===== src/rtl/toggle_hs_pkg.sv =====
// Shared types and constants for the toggle handshake responder.
package toggle_hs_pkg;

    // FSM encoding; 2'd3 is unreachable and recovered to IDLE.
    typedef enum logic [1:0] {
        IDLE    = 2'd0,
        HOLD    = 2'd1,
        ACK     = 2'd2,
        ILLEGAL = 2'd3
    } state_t;

    localparam int DEFAULT_SYNC_STAGES = 2;

    // Map any unreachable encoding back to IDLE so a corrupted state register
    // cannot lock the handshake up.
    function automatic state_t recoverState(input state_t s);
        return (s == ILLEGAL) ? IDLE : s;
    endfunction

endpackage


===== src/rtl/toggle_hs_responder_sync.sv =====
// Multi-flop synchroniser for the request toggle plus a history flop that
// turns each toggle flip into a single-cycle event pulse.
module toggle_sync
    import toggle_hs_pkg::*;
#(
    parameter int SYNC_STAGES = DEFAULT_SYNC_STAGES
) (
    input  logic clk,
    input  logic rst_n,
    input  logic i_tgl,
    output logic o_evt
);

    logic [SYNC_STAGES-1:0] r_sync;
    logic                   r_hist;
    logic                   w_syncOut;

    assign w_syncOut = r_sync[SYNC_STAGES-1];

    // Shift the asynchronous toggle through the synchroniser chain.
    always_ff @(posedge clk or negedge rst_n) begin
        if (!rst_n) begin
            r_sync <= '0;
        end else begin
            r_sync <= {r_sync[SYNC_STAGES-2:0], i_tgl};
        end
    end

    // Remember the previous synchronised level for edge detection.
    always_ff @(posedge clk or negedge rst_n) begin
        if (!rst_n) begin
            r_hist <= 1'b0;
        end else begin
            r_hist <= w_syncOut;
        end
    end

    assign o_evt = w_syncOut ^ r_hist;

endmodule


===== src/rtl/toggle_hs_responder.sv =====
// Responder end of a 2-phase toggle handshake: synchronise the request,
// capture the payload, hand it to a valid/ready sink, then flip the ack.
module toggle_hs_responder
    import toggle_hs_pkg::*;
#(
    parameter int DATA_W      = 8,
    parameter int SYNC_STAGES = DEFAULT_SYNC_STAGES,
    parameter int CNT_W       = 8
) (
    input  logic              clk,
    input  logic              rst_n,
    input  logic              req_tgl,
    input  logic [DATA_W-1:0] req_data,
    output logic              ack_tgl,
    output logic [DATA_W-1:0] dout,
    output logic              dout_valid,
    input  logic              dout_ready,
    output logic [CNT_W-1:0]  evt_count,
    output logic              overrun,
    output logic              busy
);

    state_t              r_state;
    state_t              w_stateNext;
    logic                w_reqEvt;
    logic                w_capture;
    logic                w_accept;
    logic                w_ackFire;
    logic                w_violation;
    logic                r_ackTgl;
    logic [DATA_W-1:0]   r_dout;
    logic                r_doutValid;
    logic [CNT_W-1:0]    r_evtCount;
    logic                r_overrun;

    toggle_sync #(
        .SYNC_STAGES (SYNC_STAGES)
    ) u_sync (
        .clk   (clk),
        .rst_n (rst_n),
        .i_tgl (req_tgl),
        .o_evt (w_reqEvt)
    );

    // State register.
    always_ff @(posedge clk or negedge rst_n) begin
        if (!rst_n) begin
            r_state <= IDLE;
        end else begin
            r_state <= w_stateNext;
        end
    end

    // Next-state decode and per-cycle action strobes.
    always_comb begin
        w_stateNext = recoverState(r_state);
        w_capture   = 1'b0;
        w_accept    = 1'b0;
        w_ackFire   = 1'b0;
        w_violation = 1'b0;
        case (recoverState(r_state))
            IDLE: begin
                if (w_reqEvt) begin
                    w_capture   = 1'b1;
                    w_stateNext = HOLD;
                end
            end
            HOLD: begin
                w_violation = w_reqEvt;
                if (r_doutValid && dout_ready) begin
                    w_accept    = 1'b1;
                    w_stateNext = ACK;
                end
            end
            ACK: begin
                w_violation = w_reqEvt;
                w_ackFire   = 1'b1;
                w_stateNext = IDLE;
            end
            default: begin
                w_stateNext = IDLE;
            end
        endcase
    end

    // Payload register: loaded only when leaving IDLE, so dout keeps the
    // last accepted word while dout_valid is low.
    always_ff @(posedge clk or negedge rst_n) begin
        if (!rst_n) begin
            r_dout <= '0;
        end else if (w_capture) begin
            r_dout <= req_data;
        end
    end

    // Valid flag: set on capture, cleared on sink acceptance.
    always_ff @(posedge clk or negedge rst_n) begin
        if (!rst_n) begin
            r_doutValid <= 1'b0;
        end else if (w_capture) begin
            r_doutValid <= 1'b1;
        end else if (w_accept) begin
            r_doutValid <= 1'b0;
        end
    end

    // Acknowledge toggle and transaction counter advance together in ACK.
    always_ff @(posedge clk or negedge rst_n) begin
        if (!rst_n) begin
            r_ackTgl   <= 1'b0;
            r_evtCount <= '0;
        end else if (w_ackFire) begin
            r_ackTgl   <= ~r_ackTgl;
            r_evtCount <= r_evtCount + CNT_W'(1);
        end
    end

    // Sticky flag for a request flip that arrives mid-transaction.
    always_ff @(posedge clk or negedge rst_n) begin
        if (!rst_n) begin
            r_overrun <= 1'b0;
        end else if (w_violation) begin
            r_overrun <= 1'b1;
        end
    end

    assign ack_tgl    = r_ackTgl;
    assign dout       = r_dout;
    assign dout_valid = r_doutValid;
    assign evt_count  = r_evtCount;
    assign overrun    = r_overrun;
    assign busy       = (r_state != IDLE);

endmodule


===== config.mk =====
export PLATFORM = sky130hd
export DESIGN_NAME = toggle_hs_responder
export DESIGN_NICKNAME = d
export VERILOG_FILES = /design/src/rtl/toggle_hs_pkg.sv /design/src/rtl/toggle_hs_responder_sync.sv /design/src/rtl/toggle_hs_responder.sv
export SDC_FILE = /design/constraint.sdc
export NUM_CORES = 1
export LEC_CHECK = 0
export ABC_AREA = 1
export CORE_MARGIN = 3
export CORE_UTILIZATION = 24
export DETAILED_ROUTE_END_ITERATION = 10
export HOLD_SLACK_MARGIN = 0.03
export PLACE_DENSITY_LB_ADDON = 0.15
export SYNTH_ARGS = -nofsm -noshare
export SYNTH_HDL_FRONTEND = slang
export SYNTH_HIERARCHICAL = 1
export SYNTH_SLANG_ARGS = --single-unit

===== constraint.sdc =====
create_clock -name clk -period 2.5 [get_ports clk]
set_input_delay 0.5 -clock clk [delete_from_list [all_inputs] [get_ports clk]]
set_output_delay 0.5 -clock clk [all_outputs]
set_load 0.02 [all_outputs]

==> results.sh, run 1 <==
export IMPL_layout_cells_non_filler=190
export IMPL_track_usage_pct=9.159
export IMPL_p_leak_nw=0.7245
export IMPL_grt_max_degree=25
export IMPL_ir_drop_mv=0.4642
export IMPL_r2r_cells=6
export IMPL_r2r_slack_ns=1.08
export IMPL_postCtsSetupRepairBufs=0
export IMPL_path_clk_slew_ns=0.09
export IMPL_grt_setup_unrepaired="false"
export IMPL_met3_usage_pct=3.740
export IMPL_clkSinkCount=24
export IMPL_postCtsHoldBufs=0
export IMPL_synth_warnings=6
export IMPL_via_count=787
export IMPL_critical_path_required_ns=2.00
export IMPL_fin_nets=157
export IMPL_cts_buffer_depth=2
export IMPL_grt_overflow=0
export IMPL_drt_wl_total_mm=2.059
export IMPL_rows=23
export IMPL_drc=0
export IMPL_crit_path_frequent_cell="inv_1"
export IMPL_grt_pass1_wl_mm=3.774
export IMPL_place_ws_ns=0.7708
export IMPL_top_usage_layer="met2"
export IMPL_slew_headroom_pct=75.07
export IMPL_vias_per_cell=4.142
export IMPL_reg2reg_from="r_state[0]"
export IMPL_portBuffers=31
export IMPL_utilization_pct=35.85
export IMPL_cts_tree="yes"
export IMPL_skew_ns=0.002770
export IMPL_outcome="complete, no violations"
export IMPL_synth_cell_type_count=23
export IMPL_diodes=0
export IMPL_synth_edff_count=0
export IMPL_postCtsResizedCells=0
export IMPL_critical_path_depth=4
export IMPL_p_total_mw=1.582
export IMPL_path_cells="inv_1 > ha_1 > inv_1 > clkdlybuf4s50_1"
export IMPL_cts_max_level=1
export IMPL_tightest_slew_ns=0.3731
export IMPL_antenna_found_initial=0
export IMPL_finalHoldViolations=0
export IMPL_insertion_delay_ns=0.26
export IMPL_met1_usage_pct=11.63
export IMPL_die_h_microns=72.33
export IMPL_yosysSeqAreaShare_pct=56.87
export IMPL_max_cap_violations=0
export IMPL_wl_per_cell_microns=10.84
export IMPL_yosysTopAreaCell="dfrtp_1"
export IMPL_worstPathMaxFanout=2
export IMPL_syn_area_per_cell_sq_um=9.962
export IMPL_finalSetupViolations=0
export IMPL_ys_seq_elements=24
export IMPL_fp_coreArea_sq_um=4115
export IMPL_clock_fmax_mhz=498.4
export IMPL_synth_common_cells="nand2_1 (29), dfrtp_1 (24), inv_1 (13), nand3_1 (10)"
export IMPL_cp_arrival_ns=1.51
export IMPL_setup_slack_ns=0.4936
export IMPL_syn_area_sq_um=1056
export IMPL_slowest_stage="clkdlybuf4s50_1"
export IMPL_io_pins=32
export IMPL_cts_made_buffers=3
export IMPL_worstHoldPathType="register to register"
export IMPL_cp_startpoint="r_state[0]"
export IMPL_setup_tns_final_ns=0
export IMPL_synth_ff_type="dfrtp_1"
export IMPL_r2r_end="evt_count[5]"
export IMPL_start_kind="register"
export IMPL_gp_congestion=0.7068
export IMPL_synth_area_leaders="dfrtp_1 (57%), nand2_1 (10%), ha_1 (4.7%), nand3_1 (4.7%), inv_1 (4.6%)"
export IMPL_detail_route_first_pass_iterations=2
export IMPL_worst_path_buf_inv=3
export IMPL_fill_cells=425
export IMPL_slowest_delay_ns=0.59
export IMPL_synth_async_reset_ratio_pct=100.0
export IMPL_grt_pass1_vias=848
export IMPL_end_kind="primary output"
export IMPL_power_density_nw_per_um2=1072
export IMPL_cts_root_buf="clkbuf_8"
export IMPL_yosysMostFrequentCell="nand2_1"
export IMPL_finalCriticalPeriod_ns=2.006
export IMPL_hpwl_mm=1.508
export IMPL_place_inst=186
export IMPL_met2_usage_pct=14.05
export IMPL_ant_nets=0
export IMPL_syn2layout_area_growth_pct=39.69
export IMPL_cp_top_family="buffers and inverters"
export IMPL_syn_instance_count=106
export IMPL_die_area_sq_um=5232
export IMPL_synthDominantCellAreaShare_pct=56.87
export IMPL_endpoint="busy"
export IMPL_min_period_over_period_pct=80.26
export IMPL_syn_nets=122
export IMPL_die_w_microns=72.33
export IMPL_slew_viol_final=0
export IMPL_crit_type="register to primary output"
export IMPL_initial_core_util_pct=25.66
export IMPL_drt_iter0_drc=17
export IMPL_drive_gt1_share_pct=10.00
[metal layers]
| layer | up-vias | part of all wire (%) |
|---|---|---|
| met1 | 367 | 47 |
| met3 | 2 | 9.0 |
| met4 | 0 | 0.53 |
| li1 | 393 | - |
| met5 | - | 0 |
| met2 | 25 | 43 |
[cell type report]
class / count / area (sq um) / share of cell area, %
sequential: 24 / 600.6 / 40.71
inverter: 15 / 56.30 / 3.817
multi-input combinational: 65 / 382.9 / 25.95
clock buffer: 4 / 55.05 / 3.732
tap: 50 / 62.56 / 4.241
timing repair buffer: 32 / 317.8 / 21.54
[registers in the layout, indices dropped and copies added (netlist names)]
register,cells
u_sync/r_sync,2
dout,8
dout_valid,1
evt_count,8
u_sync/r_hist,1
ack_tgl,1
overrun,1
r_state,2
[cells by family (layout without fill, tap and decap cells)]
| logic type | after synthesis | in the layout | share of synthesized area, % |
|---|---|---|---|
| AOI/OAI and AO/OA | 4 | 4 | 2.132 |
| xor gates and xnor gates | 6 | 6 | 5.687 |
| adders and majority gates | 4 | 4 | 4.740 |
| buffers and inverters | 17 | 51 | 6.871 |
| DFF | 24 | 24 | 56.87 |
| muxes | 1 | 1 | 1.066 |
| and+or+nand+nor | 50 | 50 | 22.63 |
[how the worst min path moves through the flow]
stage | depth (start not counted) | start | slack, ns | to
global route | 0 | u_sync/r_sync[0] | 0.37 | u_sync/r_sync[1]
CTS | 0 | u_sync/r_sync[0] | 0.37 | u_sync/r_sync[1]
detailed placement | 0 | u_sync/r_sync[0] | 0.35 | u_sync/r_sync[1]
finish | 0 | u_sync/r_sync[0] | 0.36 | u_sync/r_sync[1]
floorplan | 0 | rst_n | 0.20 | ack_tgl
global placement | 0 | u_sync/r_sync[0] | 0.35 | u_sync/r_sync[1]
[where the power goes]
group | leakage, nW | switching, mW | internal (mW)
clock | 0.0288 | 0.123 | 0.141
combinational | 0.400 | 0.396 | 0.316
sequential | 0.296 | 0.0920 | 0.513
[cell usage in the layout, fill, tap and decap left out]
cell | netlist | layout
clkdlybuf4s50_1 | 0 | 31
nand2_1 | 29 | 29
dfrtp_1 | 24 | 24
inv_1 | 13 | 13
nand3_1 | 10 | 10
nand2_2 | 4 | 4
xor2_1 | 4 | 4
ha_1 | 4 | 4
clkbuf_8 | 0 | 4
nor2_4 | 2 | 2
nand4_1 | 2 | 2
nor3_1 | 1 | 1
inv_2 | 1 | 1
o21ai_1 | 1 | 1
a21oi_1 | 1 | 1
o21ai_0 | 1 | 1
a21o_1 | 1 | 1
nand2_4 | 1 | 1
clkinv_1 | 1 | 1
xnor2_2 | 1 | 1
xnor2_1 | 1 | 1
nor2_1 | 1 | 1
mux2_1 | 1 | 1
buf_4 | 0 | 1
[stage by stage]
| stage | cell area, sq um | hold slack [ns] |
|---|---|---|
| after floorplan | 1056 | 0.2044 |
| after global placement | 1420 | 0.3487 |
| after detailed placement | 1420 | 0.3490 |
| after CTS | 1475 | 0.3694 |
| after global routing | 1475 | 0.3732 |
| final | 1475 | 0.3620 |
Power figures use the tool's default switching activity.
==> run 2, diff against run 1 <==
==> constraint.sdc (replaced) <==
create_clock -name clk -period 1.6 [get_ports clk]
set_input_delay 0.32 -clock clk [delete_from_list [all_inputs] [get_ports clk]]
set_output_delay 0.32 -clock clk [all_outputs]
set_load 0.02 [all_outputs]
==> results.sh, run 2 (same netlist as run 1, synthesis figures left out) <==
export IMPL_outcome="complete, no violations"
export IMPL_drt_wl_total_mm=2.081
export IMPL_drive_gt1_share_pct=10.64
export IMPL_ir_drop_mv=0.5390
export IMPL_hpwl_mm=1.576
export IMPL_cts_tree="yes"
export IMPL_drc=0
export IMPL_io_pins=32
export IMPL_fp_coreArea_sq_um=4115
export IMPL_cts_max_level=1
export IMPL_hold_ws_ns=0.3513
export IMPL_grt_max_degree=25
export IMPL_gp_congestion=0.6925
export IMPL_place_area_sq_um=1435
export IMPL_slew_viol_final=0
export IMPL_end_kind="primary output"
export IMPL_ant_nets=0
export IMPL_p_int_mw=1.437
export IMPL_syn2layout_area_growth_pct=39.81
export IMPL_place_inst=188
export IMPL_path_clk_slew_ns=0.08
export IMPL_final_common_cell="nand2_1"
export IMPL_layout_cells_non_filler=191
export IMPL_grt_pass1_vias=859
export IMPL_initial_core_util_pct=25.66
export IMPL_seqCellArea_sq_um=600.6
export IMPL_track_usage_pct=9.078
export IMPL_setup_tns_final_ns=0
export IMPL_share_comb_of_total_power_pct=46.1
export IMPL_pwr_share_seq_pct=39.4
export IMPL_clock_fmax_mhz=644.7
export IMPL_mostFrequentLayoutCells="nand2_1 (29), dfrtp_1 (24), clkdlybuf4s50_1 (21)"
export IMPL_cp_top_family="buffers and inverters"
export IMPL_reg2reg_from="r_state[0]"
export IMPL_setup_slack_ns=0.04886
export IMPL_r2r_cells=6
export IMPL_insertion_delay_ns=0.26
export IMPL_grt_overflow=0
export IMPL_swShare_pct=39.72
export IMPL_fill_cells=440
export IMPL_finalSetupViolations=0
export IMPL_finalCriticalPeriod_ns=1.551
export IMPL_switchingPower_mw=0.9467
export IMPL_cts_root_buf="clkbuf_8"
export IMPL_r2r_slack_ns=0.22
export IMPL_worst_path_buf_inv=1
export IMPL_vias_per_cell=4.120
export IMPL_crit_type="register to primary output"
export IMPL_slowest_stage="clkdlybuf4s50_1"
export IMPL_cts_made_buffers=3
export IMPL_drt_iter0_drc=10
export IMPL_antenna_found_initial=0
export IMPL_multi_input_area_sq_um=382.9
export IMPL_hp_start="u_sync/r_sync[0]"
export IMPL_p_total_mw=2.383
export IMPL_cp_arrival_ns=1.23
export IMPL_postCtsSetupRepairBufs=0
export IMPL_diodes=0
export IMPL_clockPowerShare_pct=14.5
export IMPL_postLayoutCellArea_sq_um=1476
export IMPL_hold_end="u_sync/r_sync[1]"
export IMPL_worstHoldPathType="register to register"
export IMPL_die_w_microns=72.33
export IMPL_start_kind="register"
export IMPL_tightest_slew_ns=0.3744
export IMPL_postCtsHoldBufs=0
export IMPL_min_period_over_period_pct=96.95
export IMPL_slew_headroom_pct=75.04
export IMPL_wl_per_cell_microns=10.90
export IMPL_slowest_delay_ns=0.61
export IMPL_finalHoldViolations=0
export IMPL_whs_path_depth=0
export IMPL_critical_path_depth=1
export IMPL_die_h_microns=72.33
export IMPL_max_cap_violations=0
export IMPL_detail_route_first_pass_iterations=4
export IMPL_die_area_sq_um=5232
export IMPL_skew_ns=0.005373
export IMPL_power_density_nw_per_um2=1614
export IMPL_grt_pass1_wl_mm=3.705
export IMPL_via_count=787
export IMPL_utilization_pct=35.88
export IMPL_place_ws_ns=0.06641
export IMPL_r2r_end="evt_count[5]"
export IMPL_path_cells="clkdlybuf4s50_1"
export IMPL_p_leak_nw=0.7908
export IMPL_portBuffers=31
export IMPL_rows=23
export IMPL_critical_path_required_ns=1.28
export IMPL_cts_buffer_depth=2
export IMPL_fin_nets=159
export IMPL_grt_setup_unrepaired="false"
export IMPL_clkSinkCount=24
export IMPL_worstPathMaxFanout=2
## run 2: routing by layer
layer	up-vias	share of wire [%]	global-route usage [%]
met4	0	0.38	3.132
met3	2	8.5	3.463
met5	-	0	0
met1	360	45	11.22
met2	29	46	14.46
li1	396	-	-
## run 2: layout make-up
cell class,count,area share (%)
well taps,50,4.237
multi-input cells,65,25.93
repair buffers,34,22.54
clock buffers,3,2.797
flip-flops and latches,24,40.68
inverters,15,3.814
## run 2: timing repair
item,CTS,global route
endpoints found under the hold margin,0,0
endpoints found under the setup margin,7,4
gates resized for setup,7,4
## run 2: worst max-delay path by stage
stage	start	endpoint	slack, ns
4_1_cts	evt_count[7]	evt_count[7]	0.02
5_1_grt	dout[0]	dout[0]	0.005
3_3_place_gp	r_state[0]	busy	0.08
6_report	ack_tgl	ack_tgl	0.05
3_5_place_dp	r_state[0]	busy	0.07
2_1_floorplan	r_state[0]	evt_count[5]	0.41
## run 2: power groups by stage
stage,combinational [mW],clock (mW),sequential [mW]
after global placement,1.15,0,0.944
after floorplan,0.433,0,1.15
after detailed placement,1.17,0,0.953
final,1.10,0.345,0.940
after global routing,1.24,0.387,0.973
after CTS,1.13,0.363,0.947
==> run 3, diff against run 2 <==
--- a/config.mk
+++ b/config.mk
@@ -6,6 +6,7 @@
 export NUM_CORES = 1
 export LEC_CHECK = 0
 export ABC_AREA = 1
+export CORE_ASPECT_RATIO = 0.75
 export CORE_MARGIN = 3
 export CORE_UTILIZATION = 24
 export DETAILED_ROUTE_END_ITERATION = 10
==> results.sh, run 3 (same netlist as run 1, synthesis figures left out) <==
export IMPL_cts_tree="yes"
export IMPL_drt_wl_total_mm=2.180
export IMPL_clkSinkCount=24
export IMPL_grt_max_degree=25
export IMPL_drt_iter0_drc=15
export IMPL_drive_gt1_share_pct=11.35
export IMPL_grt_pass1_wl_mm=3.857
export IMPL_p_leak_nw=0.8188
export IMPL_worst_path_buf_inv=1
export IMPL_setup_slack_ns=0.04589
export IMPL_diodes=0
export IMPL_cts_made_buffers=3
export IMPL_fin_nets=159
export IMPL_setup_tns_final_ns=0
export IMPL_antenna_found_initial=0
export IMPL_insertion_delay_ns=0.26
export IMPL_drc=0
export IMPL_via_count=780
export IMPL_p_total_mw=2.358
export IMPL_wl_per_cell_microns=11.12
export IMPL_hpwl_mm=1.684
export IMPL_crit_type="register to primary output"
export IMPL_postCtsHoldBufs=0
export IMPL_ir_drop_mv=0.4761
export IMPL_cp_arrival_ns=1.23
export IMPL_portBuffers=31
export IMPL_clock_fmax_mhz=643.5
export IMPL_path_cells="clkdlybuf4s50_1"
export IMPL_skew_ns=0.001706
export IMPL_finalCriticalPeriod_ns=1.554
export IMPL_critical_path_required_ns=1.28
export IMPL_fp_coreArea_sq_um=4154
export IMPL_slew_viol_final=0
export IMPL_ant_nets=0
export IMPL_die_w_microns=82.60
export IMPL_die_h_microns=63.45
export IMPL_grt_pass1_vias=839
export IMPL_cts_root_buf="clkbuf_8"
export IMPL_min_period_over_period_pct=97.13
export IMPL_finalHoldViolations=0
export IMPL_cts_max_level=1
export IMPL_postCtsSetupRepairBufs=0
export IMPL_multi_input_area_sq_um=382.9
export IMPL_tightest_slew_ns=0.3364
export IMPL_finalSetupViolations=0
export IMPL_die_area_sq_um=5240
export IMPL_path_clk_slew_ns=0.07
export IMPL_place_ws_ns=0.04303
export IMPL_io_pins=32
export IMPL_cp_top_family="buffers and inverters"
export IMPL_slowest_stage="clkdlybuf4s50_1"
export IMPL_detail_route_first_pass_iterations=4
export IMPL_initial_core_util_pct=25.42
export IMPL_power_density_nw_per_um2=1588
export IMPL_worstHoldPathType="register to register"
export IMPL_mostFrequentLayoutCells="nand2_1 (29), dfrtp_1 (24), clkdlybuf4s50_1 (18)"
export IMPL_slowest_delay_ns=0.61
export IMPL_slew_headroom_pct=77.57
export IMPL_grt_overflow=0
export IMPL_max_cap_violations=0
export IMPL_syn2layout_area_growth_pct=40.64
export IMPL_track_usage_pct=9.738
export IMPL_worstPathMaxFanout=2
export IMPL_seqCellArea_sq_um=600.6
export IMPL_gp_congestion=0.6864
export IMPL_end_kind="primary output"
export IMPL_place_area_sq_um=1441
export IMPL_final_common_cell="nand2_1"
export IMPL_grt_setup_unrepaired="false"
export IMPL_outcome="complete, no violations"
export IMPL_postLayoutCellArea_sq_um=1485
export IMPL_fill_cells=442
export IMPL_start_kind="register"
export IMPL_rows=20
export IMPL_cts_buffer_depth=2
export IMPL_vias_per_cell=3.980
export IMPL_utilization_pct=35.75
[run 3: final timing paths]
| path | from | endpoint | slack (ns) | cells past startpoint |
|---|---|---|---|---|
| min in group asynchronous | rst_n | evt_count[5] | 0.42 | 2 |
| max in group asynchronous | rst_n | evt_count[3] | 0.94 | 2 |
| hold / removal | u_sync/r_sync[0] | u_sync/r_sync[1] | 0.36 | 0 |
| setup / recovery | overrun | overrun | 0.05 | 1 |
| hold reg to reg | u_sync/r_sync[0] | u_sync/r_sync[1] | 0.36 | 0 |
| setup reg to reg | r_state[0] | evt_count[5] | 0.22 | 6 |
[run 3: final cells by class]
cell class                      count  area share, %
Sequential cell                    24          40.44
Inverter                           15          3.791
Tap cell                           55          4.634
Timing Repair Buffer               34          22.58
Clock buffer                        3          2.780
Multi-Input combinational cell     65          25.78
[run 3: timing repair]
action	in CTS	in global routing
endpoints found under the setup margin	7	7
gates resized for setup	7	8
endpoints found under the hold margin	0	0
pin swaps	0	0
[run 3: per-stage QoR]
stage,hold slack (ns),std cells
floorplan,0.02441,106
global placement,0.3424,193
detailed placement,0.3412,193
CTS,0.3642,196
global route,0.3704,196
finish,0.3600,196
[run 3: where the power goes]
| part | switching (mW) | internal [mW] |
|---|---|---|
| clock | 0.168 | 0.168 |
| sequential | 0.134 | 0.803 |
| combinational | 0.631 | 0.454 |
| total | 0.933 | 1.42 |
[run 3: routing by layer]
layer / share of wire (%) / up-vias / global-route usage [%]
met5: 0 / - / 0
met2: 51 / 17 / 16.10
met1: 43 / 363 / 11.53
li1: - / 400 / -
met3: 5.8 / 0 / 3.714
met4: 0 / 0 / 3.061
